==> src/rtl/wb_ic_pkg.sv <==
// Shared types and constants for the Wishbone shared-bus interconnect.
// State encoding and arbitration-mode selectors live here so the arbiter and top agree.
package wb_ic_pkg;

    typedef enum logic [1:0] {
        WB_IDLE = 2'd0,
        WB_OWN  = 2'd1,
        WB_ERR  = 2'd2
    } wb_state_e;

    localparam logic ARB_RR    = 1'b0;
    localparam logic ARB_FIXED = 1'b1;

    function automatic int idx_width(input int n);
        return (n > 1) ? $clog2(n) : 1;
    endfunction

endpackage

==> src/rtl/wb_rr_arbiter.sv <==
// Combinational grant selection: round-robin after the last winner, or lowest index first.
// Only consulted while the bus is idle; the caller registers the result.
import wb_ic_pkg::*;

module wb_rr_arbiter #(
    parameter int N  = 2,
    parameter int IW = 1
) (
    input  logic [N-1:0]  req_i,
    input  logic          mode_i,
    input  logic [IW-1:0] last_i,
    output logic [N-1:0]  gnt_o,
    output logic [IW-1:0] gnt_idx_o
);

    logic [IW-1:0] idx;
    logic          found;

    // Scan N candidates; in round-robin mode the scan starts just past last_i and wraps.
    always_comb begin
        gnt_o     = '0;
        gnt_idx_o = '0;
        found     = 1'b0;
        idx       = '0;
        for (int off = 1; off <= N; off++) begin
            if (mode_i == ARB_FIXED) begin
                idx = IW'(off - 1);
            end else begin
                idx = IW'((int'(last_i) + off) % N);
            end
            if (!found && req_i[idx]) begin
                found      = 1'b1;
                gnt_o[idx] = 1'b1;
                gnt_idx_o  = idx;
            end
        end
    end

endmodule

==> src/rtl/wb_interconnect.sv <==
// Shared-bus Wishbone interconnect: one owner at a time, address decode to one slave,
// zero-latency response routing, and error termination on decode miss or stall timeout.
import wb_ic_pkg::*;

module wb_interconnect #(
    parameter int NUM_MASTERS    = 2,
    parameter int NUM_SLAVES     = 4,
    parameter int WB_DATA_WIDTH  = 32,
    parameter int WB_ADDR_WIDTH  = 32,
    parameter int WB_SEL_WIDTH   = 4,
    parameter logic [NUM_SLAVES*WB_ADDR_WIDTH-1:0] SLAVE_BASE = '0,
    parameter logic [NUM_SLAVES*WB_ADDR_WIDTH-1:0] SLAVE_MASK = '0,
    parameter int ARB_MODE       = 0,
    parameter int TIMEOUT_CYCLES = 255
) (
    input  logic                                  clk_i,
    input  logic                                  rst_i,
    input  logic [NUM_MASTERS*WB_ADDR_WIDTH-1:0]  wb_m_addr_i,
    input  logic [NUM_MASTERS*WB_DATA_WIDTH-1:0]  wb_m_data_i,
    input  logic [NUM_MASTERS*WB_SEL_WIDTH-1:0]   wb_m_sel_i,
    input  logic [NUM_MASTERS-1:0]                wb_m_we_i,
    input  logic [NUM_MASTERS-1:0]                wb_m_stb_i,
    input  logic [NUM_MASTERS-1:0]                wb_m_cyc_i,
    output logic [NUM_MASTERS*WB_DATA_WIDTH-1:0]  wb_m_data_o,
    output logic [NUM_MASTERS-1:0]                wb_m_ack_o,
    output logic [NUM_MASTERS-1:0]                wb_m_err_o,
    output logic [NUM_SLAVES*WB_ADDR_WIDTH-1:0]   wb_s_addr_o,
    output logic [NUM_SLAVES*WB_DATA_WIDTH-1:0]   wb_s_data_o,
    output logic [NUM_SLAVES*WB_SEL_WIDTH-1:0]    wb_s_sel_o,
    output logic [NUM_SLAVES-1:0]                 wb_s_we_o,
    output logic [NUM_SLAVES-1:0]                 wb_s_stb_o,
    output logic [NUM_SLAVES-1:0]                 wb_s_cyc_o,
    input  logic [NUM_SLAVES*WB_DATA_WIDTH-1:0]   wb_s_data_i,
    input  logic [NUM_SLAVES-1:0]                 wb_s_ack_i,
    output logic [NUM_MASTERS-1:0]                grant_o,
    output logic                                  timeout_o
);

    localparam int IW = idx_width(NUM_MASTERS);
    localparam int SW = idx_width(NUM_SLAVES);
    localparam logic [1:0] ST_IDLE = WB_IDLE;
    localparam logic [1:0] ST_OWN  = WB_OWN;
    localparam logic [1:0] ST_ERR  = WB_ERR;
    localparam logic ARB_SEL = (ARB_MODE == 0) ? ARB_RR : ARB_FIXED;
    localparam logic [15:0] STALL_LIMIT = 16'(TIMEOUT_CYCLES);

    logic [1:0]             state_q, state_d;
    logic [NUM_MASTERS-1:0] grant_q, grant_d;
    logic [IW-1:0]          last_q, last_d;
    logic [15:0]            stall_q, stall_d;
    logic                   timeout_q, timeout_d;

    logic [NUM_MASTERS-1:0] arb_gnt;
    logic [IW-1:0]          arb_idx;

    logic [WB_ADDR_WIDTH-1:0] own_addr;
    logic [WB_DATA_WIDTH-1:0] own_data;
    logic [WB_SEL_WIDTH-1:0]  own_sel;
    logic                     own_we, own_stb, own_cyc;

    logic                     match;
    logic [SW-1:0]            sel_idx;
    logic [NUM_SLAVES-1:0]    sel_oh;
    logic [WB_DATA_WIDTH-1:0] sel_rdata;
    logic                     active, ack_now;

    wb_rr_arbiter #(.N(NUM_MASTERS), .IW(IW)) u_arb (
        .req_i     (wb_m_cyc_i),
        .mode_i    (ARB_SEL),
        .last_i    (last_q),
        .gnt_o     (arb_gnt),
        .gnt_idx_o (arb_idx)
    );

    // With no owner every mux input is zero, so the broadcast buses idle at 0.
    always_comb begin
        own_addr = '0;
        own_data = '0;
        own_sel  = '0;
        own_we   = 1'b0;
        own_stb  = 1'b0;
        own_cyc  = 1'b0;
        for (int m = 0; m < NUM_MASTERS; m++) begin
            if (grant_q[m]) begin
                own_addr = wb_m_addr_i[m*WB_ADDR_WIDTH +: WB_ADDR_WIDTH];
                own_data = wb_m_data_i[m*WB_DATA_WIDTH +: WB_DATA_WIDTH];
                own_sel  = wb_m_sel_i[m*WB_SEL_WIDTH +: WB_SEL_WIDTH];
                own_we   = wb_m_we_i[m];
                own_stb  = wb_m_stb_i[m];
                own_cyc  = wb_m_cyc_i[m];
            end
        end
    end

    // Descending scan so the lowest matching slave index is the one left standing.
    always_comb begin
        match   = 1'b0;
        sel_idx = '0;
        sel_oh  = '0;
        for (int s = NUM_SLAVES - 1; s >= 0; s--) begin
            if ((own_addr & SLAVE_MASK[s*WB_ADDR_WIDTH +: WB_ADDR_WIDTH]) ==
                SLAVE_BASE[s*WB_ADDR_WIDTH +: WB_ADDR_WIDTH]) begin
                match   = 1'b1;
                sel_idx = SW'(s);
            end
        end
        if (match) begin
            sel_oh[sel_idx] = 1'b1;
        end
    end

    assign active    = (state_q == ST_OWN) && own_cyc;
    assign sel_rdata = wb_s_data_i[sel_idx*WB_DATA_WIDTH +: WB_DATA_WIDTH];
    assign ack_now   = active && own_stb && match && wb_s_ack_i[sel_idx];

    assign wb_s_addr_o = {NUM_SLAVES{own_addr}};
    assign wb_s_data_o = {NUM_SLAVES{own_data}};
    assign wb_s_sel_o  = {NUM_SLAVES{own_sel}};
    assign wb_s_we_o   = {NUM_SLAVES{own_we}};
    assign wb_s_cyc_o  = active ? sel_oh : '0;
    assign wb_s_stb_o  = (active && own_stb) ? sel_oh : '0;

    always_comb begin
        wb_m_data_o = '0;
        wb_m_ack_o  = '0;
        wb_m_err_o  = '0;
        for (int m = 0; m < NUM_MASTERS; m++) begin
            if (grant_q[m]) begin
                wb_m_ack_o[m] = ack_now;
                wb_m_err_o[m] = (state_q == ST_ERR);
                if (active && match) begin
                    wb_m_data_o[m*WB_DATA_WIDTH +: WB_DATA_WIDTH] = sel_rdata;
                end
            end
        end
    end

    assign grant_o   = grant_q;
    assign timeout_o = timeout_q;

    // An ack in the limit cycle wins over the timeout because it is tested first.
    always_comb begin
        state_d   = state_q;
        grant_d   = grant_q;
        last_d    = last_q;
        stall_d   = stall_q;
        timeout_d = 1'b0;
        case (state_q)
            ST_IDLE: begin
                stall_d = '0;
                if (|wb_m_cyc_i) begin
                    grant_d = arb_gnt;
                    last_d  = arb_idx;
                    state_d = ST_OWN;
                end
            end
            ST_OWN: begin
                if (!own_cyc) begin
                    state_d = ST_IDLE;
                    grant_d = '0;
                    stall_d = '0;
                end else if (own_stb && !match) begin
                    state_d = ST_ERR;
                    stall_d = '0;
                end else if (!own_stb || ack_now) begin
                    stall_d = '0;
                end else if (stall_q == STALL_LIMIT) begin
                    state_d   = ST_ERR;
                    timeout_d = 1'b1;
                    stall_d   = '0;
                end else begin
                    stall_d = stall_q + 16'd1;
                end
            end
            ST_ERR: begin
                state_d = ST_OWN;
                stall_d = '0;
            end
            default: begin
                state_d = ST_IDLE;
                grant_d = '0;
                stall_d = '0;
            end
        endcase
    end

    always_ff @(posedge clk_i or posedge rst_i) begin
        if (rst_i) begin
            state_q   <= ST_IDLE;
            grant_q   <= '0;
            last_q    <= IW'(NUM_MASTERS - 1);
            stall_q   <= '0;
            timeout_q <= 1'b0;
        end else begin
            state_q   <= state_d;
            grant_q   <= grant_d;
            last_q    <= last_d;
            stall_q   <= stall_d;
            timeout_q <= timeout_d;
        end
    end

endmodule
==> config.mk <==
export PLATFORM = sky130hd
export DESIGN_NAME = wb_interconnect
export DESIGN_NICKNAME = d
export VERILOG_FILES = /design/src/rtl/wb_ic_pkg.sv /design/src/rtl/wb_rr_arbiter.sv /design/src/rtl/wb_interconnect.sv
export SDC_FILE = /design/constraint.sdc
export NUM_CORES = 1
export LEC_CHECK = 0
export ABC_AREA = 1
export CAP_MARGIN = 20
export CORE_AREA = 2 2 246 248
export DETAILED_ROUTE_END_ITERATION = 10
export DIE_AREA = 0 0 248 250
export HOLD_SLACK_MARGIN = 0.03
export PLACE_DENSITY = 0.42
export SYNTH_ARGS = -nofsm -noshare
export SYNTH_HDL_FRONTEND = slang
export SYNTH_SLANG_ARGS = --single-unit
==> constraint.sdc <==
create_clock -name clk_i -period 1.35 [get_ports clk_i]
set_input_delay 0.135 -clock clk_i [delete_from_list [all_inputs] [get_ports clk_i]]
set_output_delay 0.135 -clock clk_i [all_outputs]
set_load 0.02 [all_outputs]
==> flow_summary.yaml <==
status:
  status: "finished with violations"
  violations: "setup timing"
yosys:
  ys_types: 29
  synthArstFlopShare: 1.000
  synthCells: 575
  avgSynthCellArea_um2: 6.978
  synthFlopType: "dfrtp_1"
  ys_seq_area_frac: 0.1375
  yosysMostFrequentCell: "buf_4"
  synth-seq-cells: 22
  synth_area_um2: 4013
  yosysWarnings: 0
  synth_area_leaders: "buf_4, a22o_1, dfrtp_1, nor3_1, inv_1"
  synth-edff-count: 0
  synth_area_leader_cell: "buf_4"
  netlist_top_cells_count: "buf_4, a22o_1, nor3_1"
  synth_top_area_frac: 0.4041
worst_setup_path:
  r2r_slack_ns: -0.35
  cp.required_ns: 1.22
  startpoint_type: "flop"
  cp_max_fo: 7
  cp_data_arrival_time_ns: 1.79
  crit_path_end_kind: "output pin"
  path_class: "flop to output pin"
final_layout:
  fin_area_um2: 10660
  antennaDiodeCount: 0
  layout-drive-gt1-share: 0.6418
  fin_cells: 1759
  post-route-util: 0.1789
  syn2layout_area_growth_pct: 165.6
  fin_nets: 1255
  n_fill_cell: 6647
route:
  drt_iter0_drc: 180
  drc: 0
  wirelength_um: 27180
  vias: 5168
  viasPerCell: 2.938
  firstDrtPassIters: 4
  postRouteAntennaNets: 0
  wire_per_inst_um: 15.45
sta:
  rsz0062_at_grt: "yes"
  hold_viol_final: 0
  fmax_mhz: 519.9
  layout_setup_ws_ns: -0.5734
  period_minus_slack_ns: 1.923
  whs_ns: 0.2212
  drv_slew: 0
  post-route-period-util: 1.425
  fin_tns_setup_ns: -164.74
  setup_viol: 370
  fin_worst_skew_ns: 0.001389
global_route:
  grt_max_degree: 32
  grtUsageTotal: 0.07269
  grt_first_pass_wirelength_um: 33350
  antenna_found_initial: 0
  overflow: 0
  first_global_vias: 4866
power:
  p_leak_nw: 4.970
  p_int_mw: 11.26
  pwr-share-comb: 0.935
  p_switching_mw: 12.25
  pwr-share-seq: 0.035
  clockPowerShare: 0.030
  ir_worst_vdd_mv: 1.168
  power_mw: 23.51
  power_density_nw_per_um2: 2205
  p_sw_frac: 0.5211
clock_tree:
  cts_root_buf: "clkbuf_16"
  cts_made_buffers: 3
  clockBufferDepth: 2
  ctsHoldBuffers: 0
  cts_tree: "yes"
  cts.htree.levels: 1
  clk_latency_ns: 0.25
  clk_pin_slew_ns: 0.06
  cts_num_sinks: 22
die:
  start_util: 0.06736
  chipHeight_um: 250
  core_um2: 59570
  io_pins: 631
  rows: 90
  dieArea_um2: 62000
  die_x_um: 248
job:
  drv_cap: 0
worst_hold_path:
  min_path_type: "input port to async pin"
placement:
  place_area_um2: 10170
  post-dp-hpwl_um: 21520
  routabilityCongestion: 0.7644
  dp.cells: 1723
  numPortBuffers: 525
  place_worst_setup_slack_ns: -1.003
sequential cells by signal, indices dropped and copies added, names as in the netlist:
signal	count
timeout_o	1
grant_o	2
state_q	2
last_q	1
stall_q	16
area by class of cell:
class | instances | area [µm²] | share of cell area
Tap cell | 782 | 978.4 | 0.09179
Sequential cell | 22 | 556.8 | 0.05224
Clock buffer | 4 | 88.84 | 0.008334
Multi-Input combinational cell | 259 | 2738 | 0.2568
Inverter | 56 | 214.0 | 0.02007
Timing Repair Buffer | 636 | 6083 | 0.5707
power by group through the flow:
stage	clock network, mW	logic (mW)	registers (mW)
after floorplan	0	13.4	0.836
after global placement	0	20.3	0.845
after detailed placement	0	20.3	0.843
final	0.704	22.0	0.817
after global routing	0.766	23.1	0.824
after CTS	0.727	20.2	0.832
worst paths after layout:
kind                                              from                     end  cells past startpoint
worst max-delay path            grant_o[1]$_DFFE_PP0P_         wb_s_addr_o[19]                      5
max in group asynchronous                        rst_i      last_q$_DFFE_PP1P_                      3
worst max register to register  grant_o[1]$_DFFE_PP0P_  state_q[0]$_DFFE_PP0P_                      9
worst min-delay path                             rst_i    stall_q[1]$_DFF_PP0_                      3
worst min register to register      last_q$_DFFE_PP1P_      last_q$_DFFE_PP1P_                      2
min in group clk_i                  last_q$_DFFE_PP1P_      last_q$_DFFE_PP1P_                      2
worst max-delay path: stages (launching register included):
cell and delay, ns:
dfrtp_4 0.53, nor2_4 0.23, buf_12 0.15, clkbuf_16 0.15
a22o_2 0.26, clkbuf_2 0.22
cell families after synthesis:
group | count (synthesis) | synth area share
flip-flops | 22 | 0.1375
buffers and inverters | 300 | 0.4877
XOR/XNOR | 8 | 0.01746
other | 1 | 0.0009346
AND/OR/NAND/NOR | 164 | 0.1896
AO/OA/AOI/OAI | 79 | 0.1637
adder cells (fa/ha/maj) | 1 | 0.003118
layer usage:
layer	track usage	wire (µm)	vias up
met5	0	0	-
met4	0.004962	82	0
met3	0.01075	1620	6
met2	0.1371	14340	247
met1	0.08919	11140	2427
li1	-	-	2488
cell usage in the layout, fill, tap and decap left out, types with 15 or more instances in the layout:
| master | instances |
|---|---|
| buf_6 | 148 |
| nor3_2 | 23 |
| nor3_4 | 41 |
| a22o_4 | 58 |
| nand2_1 | 34 |
| clkdlybuf4s50_1 | 178 |
| clkbuf_2 | 27 |
| buf_2 | 15 |
| buf_12 | 16 |
| buf_4 | 234 |
| nor2_1 | 25 |
| inv_1 | 53 |
| dfrtp_1 | 19 |
repair_timing:
action,CTS,global route
setup endpoints to repair,370,370
gates cloned,1,7
pin swaps,0,15
buffers inserted,1,23
gates resized for setup,351,1222
(Power assumes the default switching activity.)
